[src/rtl/gpio_cfg_pkg.sv]
// Shared constants and types for the GPIO pad configuration loader.
// Holds the config word width, the common pad mode encodings and the sequencer state encoding.
package gpio_cfg_pkg;

  localparam int CFG_BITS = 13;

  localparam logic [CFG_BITS-1:0] GPIO_MODE_MGMT_STD_INPUT_NOPULL = 13'h0403;
  localparam logic [CFG_BITS-1:0] GPIO_MODE_MGMT_STD_OUTPUT       = 13'h1809;
  localparam logic [CFG_BITS-1:0] GPIO_MODE_USER_STD_INPUT_NOPULL = 13'h0402;
  localparam logic [CFG_BITS-1:0] GPIO_MODE_USER_STD_OUTPUT       = 13'h1808;

  localparam logic [CFG_BITS-1:0] CFG_DEFAULT = GPIO_MODE_MGMT_STD_INPUT_NOPULL;

  typedef enum logic [2:0] {
    ST_IDLE,
    ST_RST,
    ST_SHIFT,
    ST_LOAD,
    ST_DONE
  } xfer_state_t;

endpackage

[src/rtl/gpio_cfg_tick.sv]
// Half-bit timebase: tick fires every CLKDIV enabled cycles, and phase toggles on each tick.
// A synchronous clear restarts both the count and the phase.
module gpio_cfg_tick #(
  parameter int CLKDIV = 2
) (
  input  logic clk,
  input  logic rst_n,
  input  logic en,
  input  logic clr,
  output logic tick,
  output logic phase
);

  localparam int CW = (CLKDIV > 1) ? $clog2(CLKDIV) : 1;

  logic [CW-1:0] cnt;

  assign tick = en && (cnt == CW'(CLKDIV - 1));

  always_ff @(posedge clk or negedge rst_n) begin
    if (!rst_n) begin
      cnt   <= '0;
      phase <= 1'b0;
    end else if (clr) begin
      cnt   <= '0;
      phase <= 1'b0;
    end else if (tick) begin
      cnt   <= '0;
      phase <= ~phase;
    end else if (en) begin
      cnt <= cnt + CW'(1);
    end
  end

endmodule

[src/rtl/gpio_cfg_loader.sv]
// Pad configuration sequencer: holds one config word per pad and shifts them into the two
// pad-control chains on request, then pulses serial_load so all pads latch together.
module gpio_cfg_loader
  import gpio_cfg_pkg::*;
#(
  parameter int AREA1PADS  = 19,
  parameter int TOTAL_PADS = 38,
  parameter int CLKDIV     = 2
) (
  input  logic                wb_clk_i,
  input  logic                wb_rstn_i,
  input  logic                cfg_we,
  input  logic [5:0]          cfg_addr,
  input  logic [CFG_BITS-1:0] cfg_wdata,
  output logic [CFG_BITS-1:0] cfg_rdata,
  output logic                cfg_wr_err,
  input  logic                xfer_start,
  output logic                xfer_busy,
  output logic                xfer_done,
  output logic                serial_clock,
  output logic                serial_load,
  output logic                serial_resetn,
  output logic                serial_data_1,
  output logic                serial_data_2
);

  localparam int N2 = TOTAL_PADS - AREA1PADS;
  localparam int NW = (AREA1PADS > N2) ? AREA1PADS : N2;
  localparam int Z2 = NW - N2;
  localparam logic [6:0] TOTAL_W = 7'(TOTAL_PADS);
  localparam logic [5:0] LAST_W  = 6'(NW - 1);
  localparam logic [3:0] LAST_B  = 4'(CFG_BITS - 1);

  xfer_state_t         state;
  logic [CFG_BITS-1:0] cfg_mem [TOTAL_PADS];
  logic [5:0]          word_idx, sel_w;
  logic [3:0]          bit_idx, sel_b, sel_bit;
  int                  p1, p2;
  logic                tick, phase, tick_en, tick_clr;
  logic                addr_ok, wr_ok, last_step, nxt_d1, nxt_d2;

  assign addr_ok   = ({1'b0, cfg_addr} < TOTAL_W);
  assign wr_ok     = cfg_we && (state == ST_IDLE) && addr_ok;
  assign cfg_rdata = addr_ok ? cfg_mem[cfg_addr] : '0;
  assign tick_en   = (state == ST_RST) || (state == ST_SHIFT) || (state == ST_LOAD);
  assign tick_clr  = (state == ST_IDLE);

  gpio_cfg_tick #(.CLKDIV(CLKDIV)) u_tick (
    .clk   (wb_clk_i),
    .rst_n (wb_rstn_i),
    .en    (tick_en),
    .clr   (tick_clr),
    .tick  (tick),
    .phase (phase)
  );

  always_ff @(posedge wb_clk_i or negedge wb_rstn_i) begin
    if (!wb_rstn_i) begin
      for (int i = 0; i < TOTAL_PADS; i++) cfg_mem[i] <= CFG_DEFAULT;
    end else if (wr_ok) begin
      cfg_mem[cfg_addr] <= cfg_wdata;
    end
  end

  // Step whose data is presented next: step 0 when leaving RST, the following step in SHIFT.
  always_comb begin
    sel_w = word_idx;
    sel_b = bit_idx;
    if (state == ST_SHIFT) begin
      if (bit_idx == LAST_B) begin
        sel_w = word_idx + 6'd1;
        sel_b = '0;
      end else begin
        sel_b = bit_idx + 4'd1;
      end
    end
  end

  assign last_step = (word_idx == LAST_W) && (bit_idx == LAST_B);
  assign sel_bit   = LAST_B - sel_b;

  // The shorter chain maps its leading word slots to pads outside its range, which send zeros.
  always_comb begin
    p1     = NW - 1 - int'(sel_w);
    p2     = AREA1PADS - Z2 + int'(sel_w);
    nxt_d1 = 1'b0;
    nxt_d2 = 1'b0;
    if (p1 >= 0 && p1 < AREA1PADS) nxt_d1 = cfg_mem[6'(p1)][sel_bit];
    if (p2 >= AREA1PADS && p2 < TOTAL_PADS) nxt_d2 = cfg_mem[6'(p2)][sel_bit];
  end

  always_ff @(posedge wb_clk_i or negedge wb_rstn_i) begin
    if (!wb_rstn_i) begin
      state         <= ST_IDLE;
      word_idx      <= '0;
      bit_idx       <= '0;
      serial_clock  <= 1'b0;
      serial_load   <= 1'b0;
      serial_resetn <= 1'b0;
      serial_data_1 <= 1'b0;
      serial_data_2 <= 1'b0;
      xfer_busy     <= 1'b0;
      xfer_done     <= 1'b0;
      cfg_wr_err    <= 1'b0;
    end else begin
      cfg_wr_err <= cfg_we && !wr_ok;
      xfer_done  <= 1'b0;
      case (state)
        ST_IDLE: begin
          xfer_busy     <= 1'b0;
          serial_resetn <= 1'b1;
          if (xfer_start) begin
            state         <= ST_RST;
            xfer_busy     <= 1'b1;
            serial_resetn <= 1'b0;
            word_idx      <= '0;
            bit_idx       <= '0;
          end
        end
        ST_RST: begin
          if (tick && phase) begin
            state         <= ST_SHIFT;
            serial_resetn <= 1'b1;
            serial_data_1 <= nxt_d1;
            serial_data_2 <= nxt_d2;
          end
        end
        ST_SHIFT: begin
          if (tick && !phase) begin
            serial_clock <= 1'b1;
          end else if (tick) begin
            serial_clock <= 1'b0;
            if (last_step) begin
              state         <= ST_LOAD;
              serial_load   <= 1'b1;
              serial_data_1 <= 1'b0;
              serial_data_2 <= 1'b0;
            end else begin
              word_idx      <= sel_w;
              bit_idx       <= sel_b;
              serial_data_1 <= nxt_d1;
              serial_data_2 <= nxt_d2;
            end
          end
        end
        ST_LOAD: begin
          if (tick && !phase) serial_load <= 1'b0;
          else if (tick) state <= ST_DONE;
        end
        ST_DONE: begin
          xfer_done <= 1'b1;
          state     <= ST_IDLE;
        end
        default: state <= ST_IDLE;
      endcase
    end
  end

endmodule

[config.mk]
export PLATFORM = sky130hd
export DESIGN_NAME = gpio_cfg_loader
export DESIGN_NICKNAME = d
export VERILOG_FILES = /design/src/rtl/gpio_cfg_pkg.sv /design/src/rtl/gpio_cfg_tick.sv /design/src/rtl/gpio_cfg_loader.sv
export SDC_FILE = /design/constraint.sdc
export NUM_CORES = 1
export LEC_CHECK = 0
export BUFFER_PORTS_ARGS = -buffer_cell sky130_fd_sc_hd__buf_2
export CORE_ASPECT_RATIO = 1.1
export CORE_MARGIN = 3
export CORE_UTILIZATION = 50
export DETAILED_ROUTE_END_ITERATION = 8
export PLACE_DENSITY_LB_ADDON = 0.12
export SYNTH_ARGS = -nofsm -noshare
export SYNTH_HDL_FRONTEND = slang
export SYNTH_SLANG_ARGS = --single-unit
export TNS_END_PERCENT = 10
[constraint.sdc]
create_clock -name wb_clk_i -period 16.3 [get_ports wb_clk_i]
set_clock_uncertainty 0.05 [all_clocks]
set_input_delay 2.445 -clock wb_clk_i [delete_from_list [all_inputs] [get_ports wb_clk_i]]
set_output_delay 2.445 -clock wb_clk_i [all_outputs]
set_load 0.1 [all_outputs]
==> flow_summary.toml <==
[run_status]
status = "completed"

[global_routing]
grt_pass1_vias = 27800
grt_first_pass_wirelength_um = 193000
gr-total-overflow = 0
antenna_found_initial = 5
grt_max_degree = 154
grt_util_all_layers = 0.377

[yosys]
synth_edf_count = 0
ys.flop_type = "dfrtp_1"
yosys.area.top_type_share = 0.308
synth_top_area_cell = "dfrtp_1"
syn_nets = 3061
ys_seq_area_frac = 0.399
synth-seq-cells = 517
ys.warnings.count = 0
syn_avg_cell_area_um2 = 10.8
yosys.cell_types.count = 77
yosysMostFrequentCell = "mux2_2"
yosys-top-cells-area = "dfrtp_1, mux2_2, dfstp_2, mux4_2, nand2_1"
async_flop_share = 1.00
netlist_area_um2 = 32800
syn_inst = 3030
yosys-top-cells-count = "mux2_2, dfrtp_1, nand2_1"

[power_and_ir_drop]
powerDensity_nw_per_um2 = 78.3
leakagePower_uw = 0.0147
peakVddDrop_mv = 0.0776

[floorplan]
initial_core_util = 0.510
die_h_um = 275
die_area_um2 = 68700
coreArea_um2 = 64300
die_x_um = 250
num_rows = 97
ios = 44

[critical_path]
worstPathArrival_ns = 6.47
reg2reg_slack_ns = 9.23
r2r-start = "state[1]"
start_kind = "primary input"
critPathKind = "primary input to output pin"
r2r_cells = 16
required_ns = 13.81
critical_path_peak_fanout = 42
endpoint_kind = "output pin"
r2r_end = "serial_data_1"

[worst_hold_path]
min_path_cells = 2
worstHoldStart = "serial_clock"
worst_hold_path_type = "register to register"
hold_end = "serial_clock"

[sta]
slew_headroom = 0.141
finalSetupViolCount = 0
finalCritPeriodShare = 0.550
fin_ws_ns = 7.34
worst_slew_pin_slew_ns = 1.28
grt_setup_unrepaired = "false"
maxSlewViolCount = 0
finalSetupTns_ns = 0
max_freq_ghz = 0.112
period_minus_slack_ns = 8.96
hold_viol = 0

[clock_tree]
cts_tree = "done"
numCtsBuffers = 57
clk_path_buf_depth = 3
cts_root_buf = "clkbuf_16"
cts.sinks = 517
cts.clk_slew.worst_paths_ns = 0.06
htree_levels = 2
postCtsSetupRepairBufs = 0
hold_buffers = 0
worstSkewPairLatency_ns = 0.64
cts.repair.resized = 0

[placed_design]
place_congestion = 0.952
place_area_um2 = 33700
io_buffer_count = 43
dp_slack_ns = 7.53
hpwl_um = 79700

[finish]
fill_cells = 5458
ff_latch_area_um2 = 13100
drive_gt1_frac = 0.349
finish.instance_area_um2 = 35700
multi_input_area_um2 = 18600
syn_to_final_growth_pct = 8.79
nets = 2950

[route]
drcViolationCount = 0
route.vias.total = 28500
avgViaCountPerCell = 7.50
wirelength_um = 132000
firstDrtPassIters = 9
wl_per_cell_um = 34.6
antenna_left = 0
drt-initial-drc-count = 4329

[job]
drv_cap = 0
[kinds of logic (layout without fill, tap and decap cells)]
logic type | Yosys count | count (layout) | synth area share
multiplexers | 790 | 790 | 0.311
AND/OR/NAND/NOR | 756 | 756 | 0.102
AO/OA/AOI/OAI | 629 | 629 | 0.138
flip-flops | 517 | 517 | 0.399
buffers and inverters | 309 | 245 | 0.0401
XOR/XNOR | 21 | 21 | 0.00687
adder cells (fa/ha/maj) | 8 | 8 | 0.00305
other | 0 | 1 | 0
[routing by layer]
metal  share of wire  track usage
met1            0.37        0.489
met2            0.43        0.557
met3            0.13        0.105
met4           0.080        0.243
met5        0.000099            0
[worst max-delay path: stages]
cell and delay, ns:
buf_2 0.55, nand2_1 0.21, nor2_4 0.70, buf_4 0.76, a22oi_1 0.19, nand4_1 0.14, nor2_1 0.10, a311oi_1 0.30
a21oi_1 0.07, o21ai_0 0.39, buf_2 0.52
[cell type report]
class,instances,share of cell area
Antenna cell,1,0.0000702
Clock buffer,80,0.0472
Clock inverter,26,0.00867
Inverter,12,0.00147
Multi-Input combinational cell,2204,0.521
Sequential cell,517,0.367
Tap cell,841,0.0295
Timing Repair Buffer,127,0.0254
[power by group]
part | leakage, µW | internal (µW) | switching, µW
registers | 0.00676 | 1280 | 0.0250
logic | 0.00693 | 13.7 | 109
clock network | 0.000972 | 813 | 570
total | 0.0147 | 2110 | 679
[flip-flops by register name, indices dropped and copies added (netlist names), 3 cells and up]
signal,cells
word_idx,6
bit_idx,4
state,3
cfg_mem,494
[placed cells by master (no fill, tap or decap), drive strengths merged, types with 34 or more instances in the layout]
master,n
nor2,110
a21oi,101
a22oi,160
a32oi,39
a221oi,49
nand3,88
a22o,40
nand2,402
dfstp,114
dfrtp,403
nand4,50
mux2i,148
buf,127
mux4,131
o21ai,63
clkbuf,80
nor3,34
mux2,511
[worst max path at each step]
stage                startpoint           end  slack [ns]  depth (start not counted)
floorplan           cfg_addr[2]  cfg_rdata[0]        7.52                         10
global route        cfg_addr[0]  cfg_rdata[3]        7.28                         11
detailed placement  cfg_addr[0]  cfg_rdata[0]        7.53                         11
CTS                 cfg_addr[0]  cfg_rdata[0]        7.54                         11
finish              cfg_addr[0]  cfg_rdata[0]        7.34                         11
global placement    cfg_addr[0]  cfg_rdata[3]        7.53                         11
[metrics by stage]
step	cells	util	hold slack, ns	power [µW]
after floorplan	3030	-	0.454	1360
after global placement	3701	0.523	0.411	1430
after detailed placement	3701	0.523	0.419	1430
after CTS	3807	0.554	0.433	2800
after global routing	3808	0.554	0.457	2860
final	3808	0.554	0.428	2790
Note: power is estimated with default switching activity, not from simulation.
